### config.mk
export PLATFORM = sky130hd
export DESIGN_NAME = scan_ctrl
export DESIGN_NICKNAME = d
export VERILOG_FILES = /design/src/rtl/scan_pkg.sv /design/src/rtl/scan_shift_reg.sv /design/src/rtl/scan_ctrl.sv
export SDC_FILE = /design/constraint.sdc
export NUM_CORES = 1
export LEC_CHECK = 0
export BUFFER_PORTS_ARGS = -buffer_cell sky130_fd_sc_hd__buf_2
export CORE_MARGIN = 5
export CORE_UTILIZATION = 48
export DETAILED_ROUTE_END_ITERATION = 10
export PLACE_DENSITY = 0.67
export SKIP_CTS_REPAIR_TIMING = 1
export SLEW_MARGIN = 20
export SYNTH_ARGS = -nofsm -noshare
export SYNTH_HDL_FRONTEND = slang
export SYNTH_HIERARCHICAL = 1
export SYNTH_SLANG_ARGS = --single-unit
### constraint.sdc
create_clock -name clk -period 2.5 [get_ports clk]
set_clock_uncertainty 0.15 [all_clocks]
set_input_delay 0.625 -clock clk [delete_from_list [all_inputs] [get_ports clk]]
set_output_delay 0.625 -clock clk [all_outputs]
set_load 0.05 [all_outputs]
### src/rtl/scan_pkg.sv
// Shared definitions for the scan-chain controller: op codes, FSM states, counter sizing.
// Latency: n/a (package).
// Backpressure: n/a (package).
package scan_pkg;

    localparam logic [1:0] SCAN_OP_CAPTURE = 2'd0;
    localparam logic [1:0] SCAN_OP_LOAD    = 2'd1;
    localparam logic [1:0] SCAN_OP_SWAP    = 2'd2;

    typedef enum logic [1:0] {
        ST_IDLE  = 2'd0,
        ST_SHIFT = 2'd1,
        ST_DONE  = 2'd2
    } scan_state_e;

    // Shift counter must hold 0..chain_len without wrapping.
    function automatic int scan_cnt_w(input int chain_len);
        return (chain_len < 1) ? 1 : $clog2(chain_len + 1);
    endfunction

endpackage

### src/rtl/scan_shift_reg.sv
// Right-shifting register with serial input at the MSB, parallel load and clear.
// Latency: one cycle per operation; clear beats load beats shift.
// Backpressure: none, the owner decides when to shift.
module scan_shift_reg #(
    parameter int W = 8
) (
    input  logic         clk,
    input  logic         rst,
    input  logic         clr_i,
    input  logic         load_i,
    input  logic [W-1:0] load_dat_i,
    input  logic         shift_i,
    input  logic         si_i,
    output logic [W-1:0] dat_o
);

    logic [W-1:0] sr_q;
    logic [W-1:0] sr_d;
    logic [W-1:0] shifted;

    // Next value: bit 0 falls out, serial input enters at the top.
    always_comb begin
        shifted        = sr_q >> 1;
        shifted[W-1]   = si_i;
        sr_d           = sr_q;
        if (clr_i) begin
            sr_d = '0;
        end else if (load_i) begin
            sr_d = load_dat_i;
        end else if (shift_i) begin
            sr_d = shifted;
        end
    end

    // Register with asynchronous clear.
    always_ff @(posedge clk or negedge rst) begin
        if (!rst) begin
            sr_q <= '0;
        end else begin
            sr_q <= sr_d;
        end
    end

    assign dat_o = sr_q;

endmodule

### src/rtl/scan_ctrl.sv
// Scan-chain controller: rotates an attached chain once per command (capture, load or swap).
// Latency: accept at t, chain_en for CHAIN_LEN cycles, dump_valid at t+CHAIN_LEN+1, ready at t+CHAIN_LEN+2.
// Backpressure: cmd_ready is low from accept until back in IDLE; held commands wait there.
module scan_ctrl
    import scan_pkg::*;
#(
    parameter int CHAIN_LEN = 8,
    parameter int CNT_W     = scan_cnt_w(CHAIN_LEN)
) (
    input  logic                 clk,
    input  logic                 rst,
    input  logic                 cmd_valid,
    output logic                 cmd_ready,
    input  logic [1:0]           cmd_op,
    input  logic [CHAIN_LEN-1:0] load_data,
    output logic                 chain_en,
    output logic                 chain_si,
    input  logic                 chain_so,
    output logic [CHAIN_LEN-1:0] dump_data,
    output logic                 dump_valid,
    output logic                 busy
);

    scan_state_e          state_q, state_d;
    logic [1:0]           op_q, op_d;
    logic [CNT_W-1:0]     cnt_q, cnt_d;
    logic                 chain_en_q, chain_en_d;
    logic [CHAIN_LEN-1:0] dump_data_q, dump_data_d;
    logic [CHAIN_LEN-1:0] load_sr;
    logic [CHAIN_LEN-1:0] dump_sr;
    logic                 accept;
    logic                 shifting;
    logic                 last_shift;
    logic                 op_dumps;
    logic                 op_loads;
    logic                 load_sr_unused;

    assign accept     = cmd_valid && cmd_ready;
    assign shifting   = (state_q == ST_SHIFT);
    assign last_shift = shifting && (cnt_q == CNT_W'(CHAIN_LEN - 1));
    // Reserved op 3 behaves as CAPTURE, so everything except LOAD reports a dump.
    assign op_dumps   = (op_q != SCAN_OP_LOAD);
    assign op_loads   = (op_q == SCAN_OP_LOAD) || (op_q == SCAN_OP_SWAP);

    // Only bit 0 of the load register feeds the chain; the rest is shift storage.
    assign load_sr_unused = ^load_sr;

    // Outgoing data, shifted LSB-first into the chain.
    scan_shift_reg #(.W(CHAIN_LEN)) u_load_sr (
        .clk        (clk),
        .rst        (rst),
        .clr_i      (1'b0),
        .load_i     (accept),
        .load_dat_i (load_data),
        .shift_i    (shifting),
        .si_i       (1'b0),
        .dat_o      (load_sr)
    );

    // Unloaded chain bits enter at the top; after CHAIN_LEN shifts the first bit out sits in bit 0.
    scan_shift_reg #(.W(CHAIN_LEN)) u_dump_sr (
        .clk        (clk),
        .rst        (rst),
        .clr_i      (accept),
        .load_i     (1'b0),
        .load_dat_i ('0),
        .shift_i    (shifting),
        .si_i       (chain_so),
        .dat_o      (dump_sr)
    );

    // FSM state register.
    always_ff @(posedge clk or negedge rst) begin
        if (!rst) begin
            state_q <= ST_IDLE;
        end else begin
            state_q <= state_d;
        end
    end

    // FSM next state: one rotation of CHAIN_LEN edges, then a single DONE cycle.
    always_comb begin
        state_d = state_q;
        case (state_q)
            ST_IDLE:  if (accept) state_d = ST_SHIFT;
            ST_SHIFT: if (last_shift) state_d = ST_DONE;
            ST_DONE:  state_d = ST_IDLE;
            default:  state_d = ST_IDLE;
        endcase
    end

    // FSM outputs; during DONE the finished dump is shown directly so data and valid coincide.
    always_comb begin
        cmd_ready  = rst && (state_q == ST_IDLE);
        busy       = (state_q != ST_IDLE);
        dump_valid = (state_q == ST_DONE) && op_dumps;
        dump_data  = dump_valid ? dump_sr : dump_data_q;
        chain_en   = chain_en_q;
        chain_si   = 1'b0;
        if (shifting) begin
            chain_si = op_loads ? load_sr[0] : chain_so;
        end
    end

    // Datapath next values: op latch, shift counter, registered scan enable, held dump.
    always_comb begin
        op_d        = accept ? cmd_op : op_q;
        cnt_d       = cnt_q;
        chain_en_d  = chain_en_q;
        dump_data_d = dump_data_q;
        if (accept) begin
            cnt_d      = '0;
            chain_en_d = 1'b1;
        end else if (shifting) begin
            cnt_d = cnt_q + CNT_W'(1);
        end
        if (last_shift) begin
            chain_en_d = 1'b0;
        end
        if (dump_valid) begin
            dump_data_d = dump_sr;
        end
    end

    // Datapath registers; an async reset drops chain_en at once and abandons the rotation.
    always_ff @(posedge clk or negedge rst) begin
        if (!rst) begin
            op_q        <= SCAN_OP_CAPTURE;
            cnt_q       <= '0;
            chain_en_q  <= 1'b0;
            dump_data_q <= '0;
        end else begin
            op_q        <= op_d;
            cnt_q       <= cnt_d;
            chain_en_q  <= chain_en_d;
            dump_data_q <= dump_data_d;
        end
    end

endmodule

==> metrics.txt <==
mapped cell area=approximately 1600 um^2; status=complete, but fails checks; CP arrival=between 1.5 and 2 ns; io pins=27; clk buf depth=2; CP Class=reg2out; Placed Area=1829 um^2; Final Instance Area=between 2000 and 2500 um^2; share of post-route cells with drive strength above 1=between 20% and 30%; Synth Warn #=6; Hold Path Class=in2async; area of the core=around 3100 um^2; Avg WL per Cell=13.67 um; chip width=around 67 um; Leak=a little over 1 nW; RSZ-0062 raised after global routing=true; first-pass GRT wire length=around 5000 um; grt ovf=0; number of routed nets with antenna violations=0; Gate Count Post-Synth=between 100 and 150; Nets=approximately 200; failing checks=setup timing; most common cell after layout, fill and taps aside=dfrtp_1; Num Clock Sinks=33; pin count of the biggest net entering global routing=27; Post-Syn Area per Cell=between 10 and 15 um^2; CP Data Required Time=approximately 1.7 ns; Residual DRC=0; Iter 0 DRT Violations=29; Setup WS pre-CTS=about 0.21 ns; DIE AREA=between 4000 and 5000 um^2; Peak VDD IR=between 0.0006 and 0.0007 V; row count=20; reg2reg start=state_q[1]; number of synthesized register bits=33; RR Endpoint=u_load_sr/dat_o[2]; Root Driver=clkbuf_4; R2R Setup Slk=around 0.68 ns; total CTS buffers=5; initial antenna violation count=0; ant diodes=0; CTS tree=yes; Vias=1111; IO Port Bufs=26; drt total wl=3116 um; clk slew on worst S/H paths=roughly 0.09 ns; H-tree Lvls=2; routability cong.=between 0.7 and 0.8; Worst setup EP type=output pin; Die Y=about 67 um; Max Fclk=just under 400 MHz; area grow syn2layout=28.62%; Final WS setup=-0.08408 ns; Final setup viols=8; max-slew violation count=0; All-Layer GR Usage=between 15 and 20%; Final Hold Vio Count=0; Max Cap Viol=0; Initial DRT Pass Iterations=4; post-DP HPWL=approximately 2100 um; Worst Path Max Fanout=5; vias in the first global route=1112; CP startpoint kind=flip-flop; clock period minus worst slack=~2.6 ns; vias per cell=between 4 and 5; most frequent cells in the layout=dfrtp_1 (33), mux2i_1 (19), conb_1 (19), buf_2 (17); Worst R2R Path Depth=5; later-pin clock latency in the skew report=around 0.33 ns; Initial Util=about half; post-synth cell types=26; power density over the cells=roughly 1200 nW/um^2; fin crit share=103.4%; post-synthesis sequential area ratio=~52%
==> metal layers <==
| metal | global-route usage [%] | routed length (um) |
|---|---|---|
| met1 | 17.15 | 1382 |
| met2 | 26.50 | 1521 |
| met3 | 5.990 | 176 |
| met4 | 5.316 | 36 |
| met5 | 0 | 0 |
==> report_power, final <==
part           total [W]  internal, W  leakage (nW)  switching [W]
sequential      0.000859     0.000727         0.414       0.000132
combinational    0.00125     0.000540         0.566       0.000706
clock           0.000277     0.000112        0.0265       0.000165
==> kinds of logic (layout without fill, tap and decap cells) <==
family          Yosys count  in the layout  share of synthesized area [%]
flops                    33             33                          52.46
xor+xnor                  2              2                          1.113
simple gates             35             35                          13.04
mux                      28             28                          18.76
buf+inv                  12             47                          4.372
fa+ha+maj                 2              2                          1.590
other cells               1             19                         0.2382
compound gates           18             18                          8.426
==> through the flow <==
stage               utilization [%]  total power (W)  TNS (ns)  std cells  hold WS [ns]
floorplan                         -         0.001705         0        149        0.1794
global placement              58.95         0.001874         0        217        0.3269
detailed placement            58.95         0.001906         0        217        0.3330
CTS                           60.52         0.002198    -1.287        225        0.1099
global route                  65.24         0.002538    -1.310        228        0.1178
finish                        65.24         0.002382   -0.5762        228        0.1151
==> worst max path at each step <==
stage               startpoint           end  slack (ns)
floorplan           state_q[0]     cmd_ready        0.21
global placement       op_q[0]  dump_data[7]        0.25
detailed placement     op_q[0]  dump_data[0]        0.21
CTS                    op_q[0]  dump_data[5]       -0.17
global route           op_q[0]  dump_data[6]       -0.18
finish                 op_q[0]  dump_data[2]       -0.08
==> worst max-delay path: stages (launching register included) <==
cell and delay, ns:
dfrtp_1 0.42, ha_4 0.18, nor3b_4 0.23, buf_6 0.17, mux2_4 0.32, buf_6 0.16
==> synthesized netlist by cell type <==
library cell,count,area share (%)
mux2_4,1,0.95
nand3b_1,1,0.48
buf_1,2,0.48
nor3b_2,1,0.79
mux2i_1,19,12
ha_1,2,1.6
dfrtp_1,33,52
o21ai_0,1,0.32
o21bai_1,1,0.48
nand3_1,1,0.32
inv_1,3,0.72
or2_2,1,0.40
nand2_1,2,0.48
inv_2,2,0.48
a211oi_1,16,7.6
buf_2,1,0.32
buf_6,2,1.4
nand2b_1,2,0.79
buf_4,2,0.95
conb_1,1,0.24
mux2_2,8,5.7
xor2_1,2,1.1
nor4bb_1,1,0.64
nor2_1,9,2.1
nor3_2,1,0.64
nor2b_1,16,6.4
==> registers in the layout, indices dropped and copies added, names as in the netlist <==
| name | cells |
|---|---|
| op_q | 2 |
| chain_en | 1 |
| cnt_q | 4 |
| dump_data_q | 8 |
| u_dump_sr/dat_o | 8 |
| state_q | 2 |
| u_load_sr/dat_o | 8 |
==> cell type report <==
| type | count | area, um^2 |
|---|---|---|
| fill | 271 | 1079 |
| inverter | 5 | 18.77 |
| timing repair buffer | 34 | 265.3 |
| clock buffer | 8 | 48.80 |
| sequential | 33 | 825.8 |
| multi-input combinational | 104 | 810.8 |
| tap | 44 | 55.05 |
Power figures use the tool's default switching activity.
